--- src/rtl/bpm_pkg.sv ---
// Shared constants and helpers for the tempo generator.
//   tick_numer     : CLK_HZ*60, the numerator of every tick-period divide
//   default_period : tick period for the reset/default tempo, at elaboration
//   clog2_min1     : index width that never collapses to zero bits
//   div_state_e    : state encoding of the sequential divider
package bpm_pkg;

  typedef enum logic [0:0] {
    DIV_IDLE = 1'b0,
    DIV_BUSY = 1'b1
  } div_state_e;

  function automatic longint unsigned tick_numer(input int unsigned clk_hz);
    return 64'(clk_hz) * 64'd60;
  endfunction

  // A zero quotient would stall the counter, so it is clamped to one cycle.
  function automatic longint unsigned default_period(input int unsigned clk_hz,
                                                     input int unsigned dflt_bpm,
                                                     input int unsigned subdiv);
    longint unsigned p;
    p = tick_numer(clk_hz) / (64'(dflt_bpm) * 64'(subdiv));
    return (p == 64'd0) ? 64'd1 : p;
  endfunction

  function automatic int clog2_min1(input int unsigned n);
    return (n < 2) ? 1 : $clog2(n);
  endfunction

endpackage

--- src/rtl/bpm_gen_divider.sv ---
// seq_divider: unsigned restoring divider, one quotient bit per cycle.
//   clk, reset : clock, asynchronous active-low reset
//   start      : sampled only in DIV_IDLE; latches dividend and divisor
//   dividend   : W-bit numerator
//   divisor    : W-bit denominator (zero yields an all-ones quotient)
//   done       : one-cycle pulse, quotient valid from this cycle on
//   quotient   : result of the most recent divide
//   state      : current FSM state (DIV_BUSY for exactly W cycles per divide)
module seq_divider
  import bpm_pkg::*;
#(
  parameter int unsigned W = 32
) (
  input  logic         clk,
  input  logic         reset,
  input  logic         start,
  input  logic [W-1:0] dividend,
  input  logic [W-1:0] divisor,
  output logic         done,
  output logic [W-1:0] quotient,
  output div_state_e   state
);

  localparam int unsigned CW = $clog2(W + 1);

  logic [W-1:0]  rem_q, quo_q, dvs_q;
  logic [CW-1:0] step_q;
  logic [W+1:0]  trial;
  logic [W-1:0]  rem_nxt, quo_nxt;

  // Shift the next dividend bit into the remainder and trial-subtract.
  // With a zero divisor the trial never goes negative, so every quotient
  // bit is set and the result is all ones without a special case.
  always_comb begin
    trial   = {1'b0, rem_q, quo_q[W-1]} - {2'b00, dvs_q};
    rem_nxt = {rem_q[W-2:0], quo_q[W-1]};
    quo_nxt = {quo_q[W-2:0], 1'b0};
    if (!trial[W+1]) begin
      rem_nxt = trial[W-1:0];
      quo_nxt = {quo_q[W-2:0], 1'b1};
    end
  end

  always_ff @(posedge clk or negedge reset) begin
    if (!reset) begin
      state    <= DIV_IDLE;
      rem_q    <= '0;
      quo_q    <= '0;
      dvs_q    <= '0;
      step_q   <= '0;
      done     <= 1'b0;
      quotient <= '0;
    end else begin
      done <= 1'b0;
      case (state)
        DIV_IDLE: begin
          if (start) begin
            rem_q  <= '0;
            quo_q  <= dividend;
            dvs_q  <= divisor;
            step_q <= CW'(W);
            state  <= DIV_BUSY;
          end
        end
        DIV_BUSY: begin
          rem_q  <= rem_nxt;
          quo_q  <= quo_nxt;
          step_q <= step_q - CW'(1);
          if (step_q == CW'(1)) begin
            state    <= DIV_IDLE;
            done     <= 1'b1;
            quotient <= quo_nxt;
          end
        end
        default: state <= DIV_IDLE;
      endcase
    end
  end

endmodule

--- src/rtl/bpm_gen.sv ---
// bpm_gen: tempo generator producing subdivision ticks, beat and bar strobes.
//   clk, reset : clock, asynchronous active-low reset
//   play       : 1 = run, 0 = pause (counter and indices hold)
//   sync       : one-cycle pulse, restart phase so the next tick is bar start
//   load_bpm   : request to load bpm
//   bpm        : requested tempo, 0 selects DEFAULT_BPM
//   ready      : load_bpm is accepted
//   tick/beat/bar : one-cycle strobes
//   sub_idx, beat_idx : indices of the current/last tick
//   period     : clock cycles per tick currently in use
//
// Load handshake: a load transfers on every rising edge where
// load_bpm && ready; ready then stays low for exactly CNT_W cycles while
// the period is divided out, and a load_bpm seen while ready is low is
// dropped, not queued.
module bpm_gen
  import bpm_pkg::*;
#(
  parameter int unsigned CLK_HZ        = 50_000_000,
  parameter int unsigned BPM_W         = 9,
  parameter int unsigned SUBDIV        = 2,
  parameter int unsigned BEATS_PER_BAR = 4,
  parameter int unsigned DEFAULT_BPM   = 60,
  parameter int unsigned CNT_W         = 32,
  localparam int unsigned SUB_W        = clog2_min1(SUBDIV),
  localparam int unsigned BEAT_W       = clog2_min1(BEATS_PER_BAR)
) (
  input  logic              clk,
  input  logic              reset,
  input  logic              play,
  input  logic              sync,
  input  logic              load_bpm,
  input  logic [BPM_W-1:0]  bpm,
  output logic              ready,
  output logic              tick,
  output logic              beat,
  output logic              bar,
  output logic [SUB_W-1:0]  sub_idx,
  output logic [BEAT_W-1:0] beat_idx,
  output logic [CNT_W-1:0]  period
);

  localparam longint unsigned NUMER = tick_numer(CLK_HZ);
  localparam logic [CNT_W-1:0] NUMER_C    = CNT_W'(NUMER);
  localparam logic [CNT_W-1:0] DEF_PERIOD =
    CNT_W'(default_period(CLK_HZ, DEFAULT_BPM, SUBDIV));

  if ((NUMER >> CNT_W) != 64'd0) begin : g_numer_too_wide
    $error("bpm_gen: CLK_HZ*60 does not fit in CNT_W bits");
  end
  if (SUBDIV < 1 || BEATS_PER_BAR < 1 || DEFAULT_BPM < 1) begin : g_bad_param
    $error("bpm_gen: SUBDIV, BEATS_PER_BAR and DEFAULT_BPM must be >= 1");
  end

  div_state_e       div_state;
  logic             div_done;
  logic [CNT_W-1:0] div_quo, div_result;
  logic [CNT_W-1:0] eff_bpm, divisor;

  logic [CNT_W-1:0]  cnt;
  logic              pend_valid;
  logic [CNT_W-1:0]  pend_period;
  logic [CNT_W-1:0]  reload_period;
  logic [SUB_W-1:0]  nxt_sub;
  logic [BEAT_W-1:0] nxt_beat;

  assign ready      = (div_state == DIV_IDLE);
  assign eff_bpm    = (bpm == '0) ? CNT_W'(DEFAULT_BPM) : CNT_W'(bpm);
  assign divisor    = eff_bpm * CNT_W'(SUBDIV);
  assign div_result = (div_quo == '0) ? CNT_W'(1) : div_quo;

  // A divide finishing on the reload edge is used directly, so a result
  // counts as pending from the cycle ready returns high.
  assign reload_period = div_done   ? div_result  :
                         pend_valid ? pend_period : period;

  seq_divider #(.W(CNT_W)) u_div (
    .clk      (clk),
    .reset    (reset),
    .start    (load_bpm && ready),
    .dividend (NUMER_C),
    .divisor  (divisor),
    .done     (div_done),
    .quotient (div_quo),
    .state    (div_state)
  );

  // nxt_sub/nxt_beat hold the indices the next tick will carry; the
  // sub_idx/beat_idx outputs are copied from them when the tick fires.
  // Sync zeroes the counter, so the tick comes one cycle after the counter
  // has been seen at zero with play high, exactly like a normal reload.
  always_ff @(posedge clk or negedge reset) begin
    if (!reset) begin
      cnt         <= DEF_PERIOD - CNT_W'(1);
      period      <= DEF_PERIOD;
      pend_valid  <= 1'b0;
      pend_period <= DEF_PERIOD;
      nxt_sub     <= '0;
      nxt_beat    <= '0;
      sub_idx     <= '0;
      beat_idx    <= '0;
      tick        <= 1'b0;
      beat        <= 1'b0;
      bar         <= 1'b0;
    end else begin
      tick <= 1'b0;
      beat <= 1'b0;
      bar  <= 1'b0;
      if (div_done) begin
        pend_valid  <= 1'b1;
        pend_period <= div_result;
      end
      if (sync) begin
        cnt      <= '0;
        nxt_sub  <= '0;
        nxt_beat <= '0;
      end else if (play) begin
        if (cnt == '0) begin
          cnt        <= reload_period - CNT_W'(1);
          period     <= reload_period;
          pend_valid <= 1'b0;
          tick       <= 1'b1;
          beat       <= (nxt_sub == '0);
          bar        <= (nxt_sub == '0) && (nxt_beat == '0);
          sub_idx    <= nxt_sub;
          beat_idx   <= nxt_beat;
          if (nxt_sub == SUB_W'(SUBDIV - 1)) begin
            nxt_sub  <= '0;
            nxt_beat <= (nxt_beat == BEAT_W'(BEATS_PER_BAR - 1)) ?
                        '0 : nxt_beat + BEAT_W'(1);
          end else begin
            nxt_sub <= nxt_sub + SUB_W'(1);
          end
        end else begin
          cnt <= cnt - CNT_W'(1);
        end
      end
    end
  end

endmodule

--- config.mk ---
export PLATFORM = sky130hd
export DESIGN_NAME = bpm_gen
export DESIGN_NICKNAME = d
export VERILOG_FILES = /design/src/rtl/bpm_pkg.sv /design/src/rtl/bpm_gen_divider.sv /design/src/rtl/bpm_gen.sv
export SDC_FILE = /design/constraint.sdc
export NUM_CORES = 1
export LEC_CHECK = 0
export BUFFER_PORTS_ARGS = -buffer_cell sky130_fd_sc_hd__buf_2
export CAP_MARGIN = 40
export CORE_AREA = 2 2 185 187
export CTS_CLUSTER_SIZE = 12
export DETAILED_ROUTE_END_ITERATION = 10
export DIE_AREA = 0 0 187 189
export GPL_ROUTABILITY_DRIVEN = 0
export HOLD_SLACK_MARGIN = 0.06
export PLACE_DENSITY_LB_ADDON = 0.1
export SLEW_MARGIN = 20
export SYNTH_ARGS = -nofsm -noshare
export SYNTH_HDL_FRONTEND = slang
export SYNTH_SLANG_ARGS = --single-unit
--- constraint.sdc ---
create_clock -name clk -period 4.8 [get_ports clk]
set_clock_uncertainty 0.05 [all_clocks]
set_input_delay 0.48 -clock clk [delete_from_list [all_inputs] [get_ports clk]]
set_output_delay 0.48 -clock clk [all_outputs]
set_load 0.02 [all_outputs]
* Yosys cells after proc, flatten, opt, wreduce, memory -nomap -nowiden *
Cells that the tools add are included.

storage, ports and cells
  flip-flop bits (word level) = 241
  latch bits = 0
  memory bits (writable) = 0
  bits in read-only memories = 0
  bits of input ports = 14
  output and inout port bits = 39
  logic and storage cells = 86
  memories = 0

cells by class
  $add $sub $neg = 6
  multipliers = 0
  divide/modulo/power cells = 0
  $lt $le $gt $ge = 0
  eq/ne operators = 3
  shifts and indexed selects = 0
  muxes and demuxes = 42
  bitwise logic cells = 3
  reduce and logical (&&, ||, !) cells = 14

operator list
  cell                     count
  $mux W32                 9
  $pmux W32 S2             2
  $logic_not A32 Y1        2
  $sub A32 B1 Y32 const B  2
  $sub A33 B32 Y34         1
  $mux W1                  22
  $pmux W6 S2              1
  $mux W2                  5
  $logic_not A9 Y1         1
  $mux W9                  1
  $eq A6 B1 Y1 const B     1
  $mux W6                  1
  $reduce_and A2 Y1        3
  $reduce_and A3 Y1        2
  $reduce_bool A2 Y1       3
  $sub A6 B1 Y6 const B    1
  $not A1 Y1               3
  $add A2 B1 Y2 const B    1
  $eq A2 B2 Y1 const B     1
  $logic_and A1 B1 Y1      2
  $logic_not A2 Y1         1
  $ne A2 B1 Y1 const B     1
  $pmux W1 S2              1
  $add A1 B1 Y1 const B    1

* Depth between registers and ports, before layout *
Gate-level depths: netlist of the first run.

  depth in word-level cells = 7
  gate-level depth with buffers = 15
  depth with buffers taken out = 12

* Modules after synthesis *
Synthesis of the first run repeated with hierarchy kept, for this count alone.

second synthesis, totals
  cell total of the unflattened synthesis = 1590
  area, all modules = 13930.9 um^2

by module, submodules not included
  module       times used  cells an instance  area an instance (um^2)  seq. area each (um^2)
  seq_divider  1           838                7470.9                   3403.3
  bpm_gen      1           752                6459.9                   2703.8

* Worst setup path after synthesis of the first run *
No wires, ideal clock.

  kind = flip-flop to flip-flop
  start point = register u_div.done
  end point = register cnt[22]
  setup time = 0.078 ns
  arrival = 3.761 ns
  path slack = 0.912 ns
  cell stages (with the launch flop) = 16
  clock period less this slack = 3.888 ns
  cell sequence = dfrtp_1 -> buf_2 -> buf_2 -> buf_2 -> buf_1 -> clkbuf_1 -> clkbuf_1 -> a211o_1 -> a31oi_1 -> ha_1 -> or2b_2 -> nor3_1 -> o21ai_2 -> or3_4 -> or4_1 -> a31oi_1

between the ends
  word-level cells in the longest chain between the ends = 5

ends and longest elaborated chain
  element                 line                   source
  from (decl)             bpm_gen_divider.sv:19  output logic done,
  from (signal assigned)  bpm_gen_divider.sv:51  done <= 1'b0;
  from (signal assigned)  bpm_gen_divider.sv:54  done <= 1'b0;
  from (signal assigned)  bpm_gen_divider.sv:71  done <= 1'b1;
  $mux W32                bpm_gen.sv:74          assign reload_period = div_done ? div_result :
  $sub A32 B1 Y32         bpm_gen.sv:119         cnt <= reload_period - CNT_W'(1);
  $mux W32                bpm_gen.sv:118         if (cnt == '0) begin
  $mux W32                bpm_gen.sv:117         end else if (play) begin
  $mux W32                bpm_gen.sv:113         if (sync) begin
  to (signal assigned)    bpm_gen.sv:94          cnt <= DEF_PERIOD - CNT_W'(1);
  to (signal assigned)    bpm_gen.sv:119
  to (signal assigned)    bpm_gen.sv:135         cnt <= cnt - CNT_W'(1);
  to (decl)               bpm_gen.sv:60          logic [CNT_W-1:0] cnt;

Every way passes these cells. The select of a mux whose other input is x is not followed.
A chain may end at the register's enable or synchronous reset.

* Worst setup path after layout of the first run *
  start point = register pend_valid
  end point = register cnt[22]

between the ends
  word-level cells in the longest chain between the ends = 6

ends and longest elaborated chain
  element                 line            source
  from (decl)             bpm_gen.sv:61   logic pend_valid;
  from (signal assigned)  bpm_gen.sv:96   pend_valid <= 1'b0;
  from (signal assigned)  bpm_gen.sv:110  pend_valid <= 1'b1;
  from (signal assigned)  bpm_gen.sv:121  pend_valid <= 1'b0;
  $mux W32                bpm_gen.sv:75   pend_valid ? pend_period : period;
  $mux W32                bpm_gen.sv:74
  $sub A32 B1 Y32         bpm_gen.sv:119
  $mux W32                bpm_gen.sv:118
  $mux W32                bpm_gen.sv:117
  $mux W32                bpm_gen.sv:113

Every way passes these cells. The select of a mux whose other input is x is not followed.

==> results of run 1 <==
cells in the final DEF, fill, tap and decap left out, types with 6 or more instances in the layout:
master,instances
sky130_fd_sc_hd__clkbuf_1,11
sky130_fd_sc_hd__xnor2_1,10
sky130_fd_sc_hd__o21ai_0,139
sky130_fd_sc_hd__a211o_1,6
sky130_fd_sc_hd__mux2i_1,40
sky130_fd_sc_hd__clkbuf_8,7
sky130_fd_sc_hd__nand2_1,305
sky130_fd_sc_hd__nand4_1,11
sky130_fd_sc_hd__a211oi_1,14
sky130_fd_sc_hd__nor3_1,33
sky130_fd_sc_hd__nor4_1,22
sky130_fd_sc_hd__a21oi_1,43
sky130_fd_sc_hd__nand3_1,20
sky130_fd_sc_hd__nand2b_1,7
sky130_fd_sc_hd__a31oi_1,17
sky130_fd_sc_hd__dfstp_2,41
sky130_fd_sc_hd__mux2_2,7
sky130_fd_sc_hd__ha_1,13
sky130_fd_sc_hd__nand4b_1,7
sky130_fd_sc_hd__dfrtp_1,175
sky130_fd_sc_hd__o22ai_1,20
sky130_fd_sc_hd__nor2b_1,9
sky130_fd_sc_hd__clkbuf_16,27
sky130_fd_sc_hd__o21a_1,24
sky130_fd_sc_hd__nor2_1,90
sky130_fd_sc_hd__buf_4,28
sky130_fd_sc_hd__o21ai_1,10
sky130_fd_sc_hd__inv_1,53
sky130_fd_sc_hd__or3_1,11
sky130_fd_sc_hd__nand3b_1,7
sky130_fd_sc_hd__xor2_1,16
sky130_fd_sc_hd__buf_2,52
cell families (layout without fill, tap and decap cells):
group	count (synthesis)	count (layout)	synth area share
fa+ha+maj	14	14	0.0158
simple gates	552	552	0.218
mux	49	49	0.0453
compound gates	330	330	0.174
xor+xnor	26	26	0.0197
buf+inv	131	188	0.0500
flops	219	219	0.478
per-layer routing:
layer,share of wire,vias up
li1,-,4683
met1,0.49,4537
met2,0.45,142
met5,0,-
met4,0.025,0
met3,0.034,52
repair_timing:
item                                    4_1_cts  5_1_grt
hold buffers                                  1        0
buffers inserted                              0        0
endpoints found under the setup margin        0        0
endpoints found under the hold margin        72        0
state kept, by name, summed over array words and instances, names as in the netlist:
signal          flops
u_div.state         1
bar                 1
nxt_sub             1
nxt_beat            2
u_div.dvs_q         9
period             32
u_div.quotient     32
pend_valid          1
u_div.quo_q        32
cnt                32
tick                1
u_div.rem_q        32
u_div.done          1
beat                1
pend_period        32
sub_idx             1
beat_idx            2
u_div.step_q        6
layout make-up:
type                       instances  area share
clock inverter                     5     0.00409
timing repair buffer              83      0.0392
tap                              448      0.0426
inverter                          55      0.0157
clock buffer                      45      0.0618
multi-input combinational        971       0.416
sequential                       219       0.420
synth_stat cells (13+ instances only):
cell,count
sky130_fd_sc_hd__nand3_1,20
sky130_fd_sc_hd__o21a_1,24
sky130_fd_sc_hd__inv_1,53
sky130_fd_sc_hd__dfstp_2,41
sky130_fd_sc_hd__ha_1,13
sky130_fd_sc_hd__xor2_1,16
sky130_fd_sc_hd__clkbuf_1,52
sky130_fd_sc_hd__mux2i_1,40
sky130_fd_sc_hd__dfrtp_1,178
sky130_fd_sc_hd__nand2_1,306
sky130_fd_sc_hd__a31oi_1,17
sky130_fd_sc_hd__o21ai_0,139
sky130_fd_sc_hd__a211oi_1,14
sky130_fd_sc_hd__nor3_1,33
sky130_fd_sc_hd__nor4_1,23
sky130_fd_sc_hd__nor2_1,90
sky130_fd_sc_hd__a21oi_1,43
sky130_fd_sc_hd__o22ai_1,20
critical path: cells and delay by family, from the launching register on:
kind                       cells  cell delay (ns)
and+or+nand+nor                5             1.66
AOI/OAI and AO/OA              4             0.87
DFF                            1             0.83
adders and majority gates      1             0.22
where the power goes:
| part | total [W] | switching [W] | internal [W] |
|---|---|---|---|
| clock network | 0.00199 | 0.000795 | 0.00120 |
| logic | 0.00383 | 0.00220 | 0.00163 |
| registers | 0.00338 | 0.000723 | 0.00266 |
how the worst max path moves through the flow:
stage                           from      end  slack (ns)  cells after the start
after floorplan           u_div.done  cnt[22]        0.91                     15
after global placement    pend_valid  cnt[22]        1.13                     10
after detailed placement  pend_valid  cnt[22]        1.09                     10
final                     pend_valid  cnt[22]        1.10                     10
after global routing      pend_valid  cnt[22]        0.88                     10
after CTS                 pend_valid  cnt[22]        1.10                     10
through the flow:
step / setup WS, ns / cells
2_1_floorplan: 0.912 / 1321
3_3_place_gp: 1.13 / 1771
3_5_place_dp: 1.09 / 1774
4_1_cts: 1.10 / 1825
5_1_grt: 0.881 / 1826
6_report: 1.10 / 1826
==> insert_results.sql, run 1 <==
INSERT INTO impl_metrics (metric_group, metric, value, unit) VALUES
('outcome', 'outcome', 'finished, final reports clean', ''),
('drt', 'post_drt_via_cell_ratio', '5.16', ''),
('logic_synthesis', 'yosys_warnings', '0', ''),
('setup_path', 'critPathMostFrequentCell', 'sky130_fd_sc_hd__a31oi_1', ''),
('setup_path', 'worstReg2RegEnd', 'cnt[22]', ''),
('grt', 'globalRouteMet1Util', '0.249', ''),
('logic_synthesis', 'synthArstFlopShare', '1.00', ''),
('run', 'timing.max_cap.violations', '0', ''),
('clock_network', 'clk_transition_reported_paths', '0.06', 'ns'),
('logic_synthesis', 'synth.top_cells.by_area', 'sky130_fd_sc_hd__dfrtp_1, sky130_fd_sc_hd__nand2_1, sky130_fd_sc_hd__dfstp_2', ''),
('finish', 'syn_to_final_growth', '13.7', '%'),
('clock_network', 'cts_htree_levels', '1', ''),
('finish', 'final_nets', '1385', ''),
('drt', 'route.antenna.remaining_nets', '0', ''),
('sta', 'clock.fmax', '0.270', 'GHz'),
('die', 'placementRows', '67', ''),
('logic_synthesis', 'netlist_instances', '1321', ''),
('finish', 'multiInputGateArea', '5480', 'um2'),
('drt', 'routed_wl', '30600', 'um'),
('setup_path', 'timing.critical_path.cells', 'nor2b_1 > a211o_1 > a31oi_1 > ha_1 > or2b_2 > nor3_1 > o21ai_2 > or3_4 > or4_1 > a31oi_1', ''),
('setup_path', 'crit_required', '5.21', 'ns'),
('die', 'dieHeight', '189', 'um'),
('logic_synthesis', 'unique_cell_type_count_in_the_yosys_netlist', '80', ''),
('setup_path', 'cpPeakStageDelay', '0.83', 'ns'),
('die', 'num_io_pins', '53', ''),
('die', 'chipWidth', '187', 'um'),
('drt', 'vias', '9414', ''),
('clock_network', 'cts_repair_resize_count', '0', ''),
('setup_path', 'cp_data_arrival_time', '4.11', 'ns'),
('logic_synthesis', 'synth_sequential_area_ratio', '0.478', ''),
('placed_design', 'place_area', '12300', 'um2'),
('die', 'core', '33300', 'um2'),
('die', 'initial_utilization', '0.348', ''),
('sta', 'report.final.setup_viol', '0', ''),
('min_path', 'hp-class', 'input port to register', ''),
('sta', 'slew_headroom', '0.499', ''),
('sta', 'setup_tns', '0', 'ns'),
('setup_path', 'regToRegStartpoint', 'pend_valid', ''),
('finish', 'finalInstanceArea', '13200', 'um2'),
('power_and_ir_drop', 'power_per_unit_of_standard_cell_area', '700', 'nW/um2'),
('grt', 'global_route.usage.total', '0.176', ''),
('power_and_ir_drop', 'ir_drop', '0.000354', 'V'),
('logic_synthesis', 'syn-num-nets', '1349', ''),
('setup_path', 'worstPathMaxFanout', '24', ''),
('drt', 'detail_route.wl_per_cell', '16.8', 'um'),
('clock_network', 'cts.sink_count', '219', ''),
('sta', 'slew_viol_final', '0', ''),
('setup_path', 'setup.worst_path.start_class', 'register', ''),
('setup_path', 'setup.worst_path.end_class', 'register', ''),
('grt', 'grt-busiest-layer', 'met2', ''),
('sta', 'setup_repair_after_global_routing_missed_its_margin', 'false', ''),
('setup_path', 'rr_worst_depth', '10', ''),
('placed_design', 'dpl.hpwl', '20400', 'um'),
('grt', 'grt_pass1_vias', '9247', ''),
('placed_design', 'port-buffer-count', '52', ''),
('setup_path', 'regToRegSetupSlack', '1.10', 'ns'),
('clock_network', 'cts_buf_count', '27', ''),
('drt', 'drt_iter0_markers', '508', ''),
('clock_network', 'ctsRootBufferMaster', 'sky130_fd_sc_hd__clkbuf_16', ''),
('sta', 'final-hold-violation-count', '0', ''),
('clock_network', 'clk_path_buf_depth', '3', ''),
('finish', 'drive_above_1_share', '0.146', ''),
('power_and_ir_drop', 'report.power.total', '0.00921', 'W'),
('logic_synthesis', 'post_synth.cell_area_avg', '8.77', 'um2'),
('logic_synthesis', 'synth_ff_type', 'sky130_fd_sc_hd__dfrtp_1', ''),
('sta', 'min_period_over_period', '0.771', ''),
('finish', 'seqCellArea', '5540', 'um2'),
('logic_synthesis', 'synth_enable_flop_cells', '0', ''),
('clock_network', 'cts_tree', 'built', ''),
('min_path', 'worstHoldStart', 'bpm[2]', ''),
('finish', 'num_antenna_cells', '0', '');
Power figures use the tool's default switching activity.
==> run 2: changes to the inputs <==
Settings changed: ABC_AREA from default to 1, CORE_AREA 2 2 185 187 to 2 2 184 186, DIE_AREA 0 0 187 189 to 0 0 186 188.
Clock period 4.8 ns to 3.6 ns, I/O delays scaled along.
==> run 2 against run 1 <==
First-iteration DRC count is 5.9% lower. Synthesized area is 1.7% lower. Largest cell class unchanged. Sequential power is 32% higher. Final cell count is 8.9% higher. Total power is 58% higher. Final area is 0.19% lower. Via count is 0.61% higher. Flip-flop and latch count stayed put. Largest power group unchanged.
==> insert_results.sql, run 2 <==
INSERT INTO impl_metrics (metric_group, metric, value, unit) VALUES
('drt', 'post-route-drc-count', '0', ''),
('power_and_ir_drop', 'report.power.total', '0.0145', 'W'),
('placed_design', 'dpl.hpwl', '21300', 'um'),
('logic_synthesis', 'yosys_warnings', '0', ''),
('logic_synthesis', 'netlist_instances', '1470', ''),
('setup_path', 'cpPeakStageDelay', '0.43', 'ns'),
('logic_synthesis', 'synthDominantCellAreaShare', '0.391', ''),
('logic_synthesis', 'synth.cells.most_frequent', 'sky130_fd_sc_hd__nand2_1, sky130_fd_sc_hd__dfrtp_1, sky130_fd_sc_hd__inv_1', ''),
('grt', 'overflow_left_after_global_routing', '0', ''),
('finish', 'fin_cells', '1989', ''),
('logic_synthesis', 'synth_area', '11400', 'um2'),
('logic_synthesis', 'synth_sequential_area_ratio', '0.486', ''),
('grt', 'global_route.usage.total', '0.182', ''),
('min_path', 'worstHoldStart', 'bpm[3]', ''),
('sta', 'setup_tns', '0', 'ns'),
('clock_network', 'clk_path_buf_depth', '3', ''),
('logic_synthesis', 'synth_simple_gate_area_share', '0.247', ''),
('clock_network', 'cts_buf_count', '27', ''),
('logic_synthesis', 'area_share_of_fa_ha_maj_cells_after_synthesis', '0.0160', ''),
('die', 'design.die.area', '35000', 'um2'),
('drt', 'dr.pass1.iters', '7', ''),
('logic_synthesis', 'synthArstFlopShare', '1.00', ''),
('clock_network', 'cts_repair_resize_count', '0', ''),
('sta', 'final-hold-violation-count', '0', ''),
('setup_path', 'worst-setup-path-type', 'register to register', ''),
('die', 'dieHeight', '188', 'um'),
('placed_design', 'port-buffer-count', '52', ''),
('logic_synthesis', 'unique_cell_type_count_in_the_yosys_netlist', '43', ''),
('logic_synthesis', 'synth_enable_flop_cells', '0', ''),
('drt', 'vias', '9471', ''),
('drt', 'routed_wl', '30600', 'um'),
('run', 'timing.max_cap.violations', '0', ''),
('sta', 'clock.fmax', '0.339', 'GHz'),
('setup_path', 'setup.worst_path.end_class', 'register', ''),
('setup_path', 'critPathBufInv', '0', ''),
('setup_path', 'timing.critical_path.cells', 'nor2_1 > nand2_1 > nor2_2 > nand2_4 > nor2_8 > nand3_1 > nand2_2 > ha_1 > nand3_1 > nor2_4 > nand2_4 > nor2_4 > nand2_1 > nand2_1 > nand2_1 > o21ai_1', ''),
('setup_path', 'critPathSlowestCell', 'sky130_fd_sc_hd__nor2_8', ''),
('die', 'core', '33100', 'um2'),
('setup_path', 'critPathMostFrequentCell', 'sky130_fd_sc_hd__nand2_1', ''),
('setup_path', 'crit_path_start', 'cnt[23]', ''),
('clock_network', 'worst_skew_pair.late_latency', '0.54', 'ns'),
('logic_synthesis', 'compound_gate_fraction_of_synth_area', '0.142', ''),
('finish', 'finish.utilization', '0.397', ''),
('clock_network', 'cts_tree', 'built', ''),
('setup_path', 'crit_required', '4.02', 'ns'),
('clock_network', 'cts.sink_count', '219', ''),
('die', 'placementRows', '67', ''),
('logic_synthesis', 'synthMuxAreaShare', '0', ''),
('drt', 'drt_iter0_markers', '478', ''),
('clock_network', 'cts_htree_levels', '1', ''),
('outcome', 'outcome', 'finished, final reports clean', ''),
('finish', 'layout.cells.most_common', 'sky130_fd_sc_hd__nand2_1', ''),
('setup_path', 'cp_data_arrival_time', '3.37', 'ns'),
('logic_synthesis', 'synth.most_common_cell', 'sky130_fd_sc_hd__nand2_1', ''),
('sta', 'min_period_over_period', '0.819', ''),
('clock_network', 'postCtsSetupRepairBufs', '0', ''),
('finish', 'final_nets', '1548', ''),
('clock_network', 'clk_transition_reported_paths', '0.06', 'ns'),
('sta', 'setup_repair_after_global_routing_missed_its_margin', 'false', ''),
('sta', 'slew_viol_final', '0', ''),
('clock_network', 'ctsRootBufferMaster', 'sky130_fd_sc_hd__clkbuf_16', ''),
('sta', 'period_minus_slack', '2.95', 'ns'),
('die', 'num_io_pins', '53', ''),
('drt', 'post_drt_via_cell_ratio', '4.76', ''),
('setup_path', 'regToRegSetupSlack', '0.65', 'ns'),
('die', 'chipWidth', '186', 'um'),
('sta', 'slew_headroom', '0.474', ''),
('sta', 'tightest_slew', '0.789', 'ns'),
('finish', 'layout.cells.most_common_list', 'sky130_fd_sc_hd__nand2_1, sky130_fd_sc_hd__dfrtp_1, sky130_fd_sc_hd__inv_1, sky130_fd_sc_hd__nor2_1, sky130_fd_sc_hd__o21ai_0', ''),
('placed_design', 'place_inst', '1931', ''),
('grt', 'antenna_found_initial', '0', ''),
('finish', 'drive_above_1_share', '0.127', ''),
('setup_path', 'setup.worst_path.start_class', 'register', ''),
('drt', 'route.antenna.remaining_nets', '0', ''),
('power_and_ir_drop', 'leakagePower', '6.38', 'nW'),
('setup_path', 'regToRegStartpoint', 'cnt[23]', ''),
('logic_synthesis', 'synth_ff_type', 'sky130_fd_sc_hd__dfrtp_1', ''),
('grt', 'largest_net_degree_at_the_start_of_global_routing', '96', ''),
('logic_synthesis', 'post_synth.cell_area_avg', '7.75', 'um2'),
('finish', 'syn_to_final_growth', '15.4', '%'),
('logic_synthesis', 'post_synth_xor_area_fraction', '0.0246', ''),
('logic_synthesis', 'syn-num-nets', '1498', ''),
('die', 'initial_utilization', '0.344', ''),
('logic_synthesis', 'synth_top_family_by_area', 'simple AND/OR/NAND/NOR gates', ''),
('power_and_ir_drop', 'power_per_unit_of_standard_cell_area', '1110', 'nW/um2'),
('finish', 'num_antenna_cells', '0', ''),
('power_and_ir_drop', 'ir_drop', '0.000415', 'V'),
('grt', 'grt_pass1_vias', '9525', ''),
('drt', 'detail_route.wl_per_cell', '15.4', 'um'),
('sta', 'report.final.setup_viol', '0', ''),
('logic_synthesis', 'synth.top_cells.by_area', 'sky130_fd_sc_hd__dfrtp_1, sky130_fd_sc_hd__nand2_1, sky130_fd_sc_hd__dfstp_2', ''),
('grt', 'grt_pass1_wl', '51100', 'um'),
('min_path', 'hp-class', 'input port to register', ''),
('logic_synthesis', 'netlist.top_cell.by_area', 'sky130_fd_sc_hd__dfrtp_1', ''),
('logic_synthesis', 'ys_seq_elements', '219', ''),
('setup_path', 'worstPathMaxFanout', '36', ''),
('setup_path', 'worst_path_dominant_cell_family', 'simple AND/OR/NAND/NOR gates', '');
==> run 2: power breakdown <==
part,internal [W],total (W),switching [W]
sequential,0.00367,0.00445,0.000782
combinational,0.00245,0.00734,0.00489
clock,0.00167,0.00275,0.00109
total,0.00779,0.0145,0.00676
==> run 2: per-stage QoR <==
stage | area, um2 | hold slack [ns] | worst slack (ns)
CTS | 13100 | 0.0637 | 0.603
floorplan | 11400 | 0.0144 | 1.21
global route | 13100 | 0.100 | 0.244
global placement | 12100 | 0.402 | 0.704
finish | 13100 | 0.0994 | 0.651
detailed placement | 12200 | 0.396 | 0.618
==> run 2: layout make-up <==
class	count	area, um2
repair buffers	77	561
well taps	448	561
inverters	181	679
multi-input cells	1014	4900
clock inverters	11	115
clock buffers	39	791
flip-flops and latches	219	5530
fillers	3461	20000
==> run 2: kinds of logic after synthesis <==
family,count (synthesis)
compound gates,295
xor+xnor,32
fa+ha+maj,14
buf+inv,237
flops,219
simple gates,673
==> run 2: final timing paths <==
kind | to | cells after the start
max | cnt[22] | 16
min | u_div.dvs_q[4] | 3
max reg2reg | cnt[22] | 16
min reg2reg | pend_period[31] | 2
max in group asynchronous | period[22] | 3
min in group asynchronous | beat_idx[0] | 2
==> run 2: what timing repair did <==
action                                  CTS  global route
hold endpoints to repair                 89             0
hold buffers                              8             0
endpoints found under the setup margin    0             0
==> run 2: worst min-delay path, delay by kind of cell <==
| family | cells | cell delay (ns) |
|---|---|---|
| buffers and inverters | 1 | 0.10 |
| AO/OA/AOI/OAI | 2 | 0.18 |
==> run 2: routing by layer <==
metal / global-route usage / vias up / part of all wire
met5: 0 / - / 0
met4: 0.0421 / 0 / 0.017
met3: 0.0252 / 36 / 0.032
met2: 0.300 / 103 / 0.46
met1: 0.254 / 4465 / 0.49
li1: - / 4867 / -
==> run 3: changes to the inputs <==
Clock period 3.6 ns to 2.95 ns, I/O delays scaled along.
==> run 3 against run 2 <==
Register-to-register slack got worse by 0.32 ns. Hold slack got worse by 0.019 ns. Final cell count rose by 0.50%. Total power rose by 24%. Worst setup slack got worse by 0.32 ns. Die area did not move. First-iteration DRC count rose by 19%. Sequential share of layout area fell by 0.36 points. Core utilization rose by 0.34 points. Flip-flop and latch count did not move. Via count rose by 2.0%.
==> insert_results.sql, run 3 (synthesis results as in run 2) <==
INSERT INTO impl_metrics (metric_group, metric, value, unit) VALUES
('outcome', 'outcome', 'finished, final reports clean', ''),
('setup_path', 'setup.worst_path.start_class', 'register', ''),
('die', 'num_io_pins', '53', ''),
('finish', 'layout.cells.most_common_list', 'sky130_fd_sc_hd__nand2_1, sky130_fd_sc_hd__dfrtp_1, sky130_fd_sc_hd__inv_1, sky130_fd_sc_hd__nor2_1, sky130_fd_sc_hd__o21ai_0', ''),
('sta', 'report.final.setup_viol', '0', ''),
('clock_network', 'ctsRootBufferMaster', 'sky130_fd_sc_hd__clkbuf_16', ''),
('clock_network', 'cts_buf_count', '27', ''),
('grt', 'grt_pass1_vias', '9354', ''),
('setup_path', 'worst_path_dominant_cell_family', 'simple AND/OR/NAND/NOR gates', ''),
('power_and_ir_drop', 'pwr-share-seq', '0.302', ''),
('placed_design', 'port-buffer-count', '52', ''),
('setup_path', 'critPathSlowestCell', 'sky130_fd_sc_hd__dfrtp_1', ''),
('power_and_ir_drop', 'net_sw_frac', '0.462', ''),
('clock_network', 'cts_repair_resize_count', '0', ''),
('sta', 'slew_viol_final', '0', ''),
('grt', 'global_route.usage.total', '0.183', ''),
('finish', 'syn_to_final_growth', '16.4', '%'),
('die', 'design.die.area', '35000', 'um2'),
('grt', 'antenna_found_initial', '0', ''),
('clock_network', 'cts_hold_buffers', '11', ''),
('finish', 'num_antenna_cells', '0', ''),
('setup_path', 'critPathMostFrequentCell', 'sky130_fd_sc_hd__nand3_1', ''),
('clock_network', 'cts.sink_count', '219', ''),
('sta', 'setup_tns', '0', 'ns'),
('drt', 'routed_wl', '31300', 'um'),
('sta', 'finalHoldWorstSlack', '0.0805', 'ns'),
('drt', 'post-route-drc-count', '0', ''),
('drt', 'detail_route.wl_per_cell', '15.7', 'um'),
('power_and_ir_drop', 'power_per_unit_of_standard_cell_area', '1360', 'nW/um2'),
('sta', 'slew_headroom', '0.496', ''),
('clock_network', 'clk_transition_reported_paths', '0.06', 'ns'),
('min_path', 'hp-class', 'input port to register', ''),
('sta', 'tightest_slew', '0.755', 'ns'),
('drt', 'dr.pass1.iters', '5', ''),
('placed_design', 'dpl.hpwl', '22200', 'um'),
('placed_design', 'place_inst', '1942', ''),
('power_and_ir_drop', 'internal_power', '0.00969', 'W'),
('drt', 'vias', '9656', ''),
('power_and_ir_drop', 'combinational_fraction_of_design_power', '0.510', ''),
('finish', 'final_nets', '1562', ''),
('clock_network', 'postCtsSetupRepairBufs', '0', ''),
('clock_network', 'cts_tree', 'built', ''),
('die', 'core', '33100', 'um2'),
('setup_path', 'timing.critical_path.cells', 'nor2_1 > nand2_1 > nor2_2 > nand2_4 > nor2_8 > nand3_1 > nand2_2 > ha_1 > nand3_1 > nor2_4 > nand2_4 > nor2_2 > nand4_1 > nand3_1 > nand2_1', ''),
('power_and_ir_drop', 'clockPowerShare', '0.188', ''),
('sta', 'clock.fmax', '0.381', 'GHz'),
('power_and_ir_drop', 'p_switching', '0.00832', 'W'),
('drt', 'drt_iter0_markers', '571', ''),
('sta', 'setup_repair_after_global_routing_missed_its_margin', 'false', ''),
('run', 'timing.max_cap.violations', '0', ''),
('setup_path', 'worst-setup-path-type', 'register to register', ''),
('setup_path', 'crit_required', '3.33', 'ns'),
('setup_path', 'setup.worst_path.end_class', 'register', ''),
('die', 'chipWidth', '186', 'um'),
('finish', 'filler_cell_count', '3457', ''),
('sta', 'min_period_over_period', '0.889', ''),
('clock_network', 'worst_skew_pair.late_latency', '0.54', 'ns'),
('die', 'initial_utilization', '0.344', ''),
('die', 'placementRows', '67', ''),
('grt', 'grt_pass1_wl', '51100', 'um'),
('grt', 'overflow_left_after_global_routing', '0', ''),
('power_and_ir_drop', 'leakagePower', '6.43', 'nW'),
('clock_network', 'cts_htree_levels', '1', ''),
('sta', 'final-hold-violation-count', '0', ''),
('sta', 'period_minus_slack', '2.62', 'ns'),
('finish', 'drive_above_1_share', '0.131', ''),
('setup_path', 'critPathBufInv', '0', ''),
('power_and_ir_drop', 'ir_drop', '0.000640', 'V'),
('setup_path', 'worstPathMaxFanout', '13', ''),
('finish', 'fin_cells', '1999', ''),
('setup_path', 'cpPeakStageDelay', '0.43', 'ns'),
('finish', 'finish.utilization', '0.400', ''),
('finish', 'layout.cells.most_common', 'sky130_fd_sc_hd__nand2_1', ''),
('die', 'dieHeight', '188', 'um'),
('power_and_ir_drop', 'report.power.total', '0.0180', 'W'),
('clock_network', 'clk_path_buf_depth', '3', ''),
('drt', 'route.antenna.remaining_nets', '0', ''),
('setup_path', 'cp_data_arrival_time', '3.00', 'ns'),
('grt', 'largest_net_degree_at_the_start_of_global_routing', '75', ''),
('drt', 'post_drt_via_cell_ratio', '4.83', '');
-- run 3: worst reg2reg max path, cell delays in order, from the launching register on --
cell	delay [ns]
sky130_fd_sc_hd__dfrtp_1	0.43
sky130_fd_sc_hd__nor2_1	0.11
sky130_fd_sc_hd__nand2_1	0.09
sky130_fd_sc_hd__nor2_2	0.15
sky130_fd_sc_hd__nand2_4	0.10
sky130_fd_sc_hd__nor2_8	0.25
sky130_fd_sc_hd__nand3_1	0.13
sky130_fd_sc_hd__nand2_2	0.08
sky130_fd_sc_hd__ha_1	0.21
sky130_fd_sc_hd__nand3_1	0.14
sky130_fd_sc_hd__nor2_4	0.16
sky130_fd_sc_hd__nand2_4	0.10
sky130_fd_sc_hd__nor2_2	0.24
sky130_fd_sc_hd__nand4_1	0.13
sky130_fd_sc_hd__nand3_1	0.12
sky130_fd_sc_hd__nand2_1	0.06
-- run 3: worst paths after layout --
| path | slack (ns) | start | cells past startpoint | endpoint |
|---|---|---|---|---|
| max | 0.33 | cnt[26] | 15 | cnt[28] |
| min | 0.08 | bpm[5] | 3 | u_div.dvs_q[6] |
| max reg2reg | 0.33 | cnt[26] | 15 | cnt[28] |
| min reg2reg | 0.42 | pend_period[31] | 2 | pend_period[31] |
| max in group asynchronous | 1.67 | reset | 3 | period[19] |
| min in group asynchronous | 0.26 | reset | 2 | beat_idx[0] |
-- run 3: per-layer routing --
layer,GRT usage,wire length (um),vias up
li1,-,-,4878
met1,0.259,14800,4577
met2,0.294,14600,148
met3,0.0251,1170,53
met4,0.0469,724,0
met5,0,0,-
-- run 3: layout make-up --
type | count | area (um2) | area share
clock inverter | 7 | 120 | 0.00906
multi-input combinational | 1014 | 4900 | 0.370
tap | 448 | 561 | 0.0423
inverter | 181 | 679 | 0.0513
sequential | 219 | 5530 | 0.418
clock buffer | 39 | 781 | 0.0589
timing repair buffer | 91 | 678 | 0.0512
-- run 3: power groups by stage --
stage | registers, W | clock network, W | logic (W)
floorplan | 0.00546 | 0 | 0.00663
global route | 0.00564 | 0.00361 | 0.0105
global placement | 0.00548 | 0 | 0.00918
CTS | 0.00546 | 0.00348 | 0.00926
finish | 0.00544 | 0.00338 | 0.00919
detailed placement | 0.00549 | 0 | 0.00922
-- run 3: stage by stage --
step           area [um2]  setup WS (ns)
3_5_place_dp        12200          0.351
6_report            13300          0.326
3_3_place_gp        12200          0.363
5_1_grt             13300          0.113
2_1_floorplan       11400          0.564
4_1_cts             13300          0.326
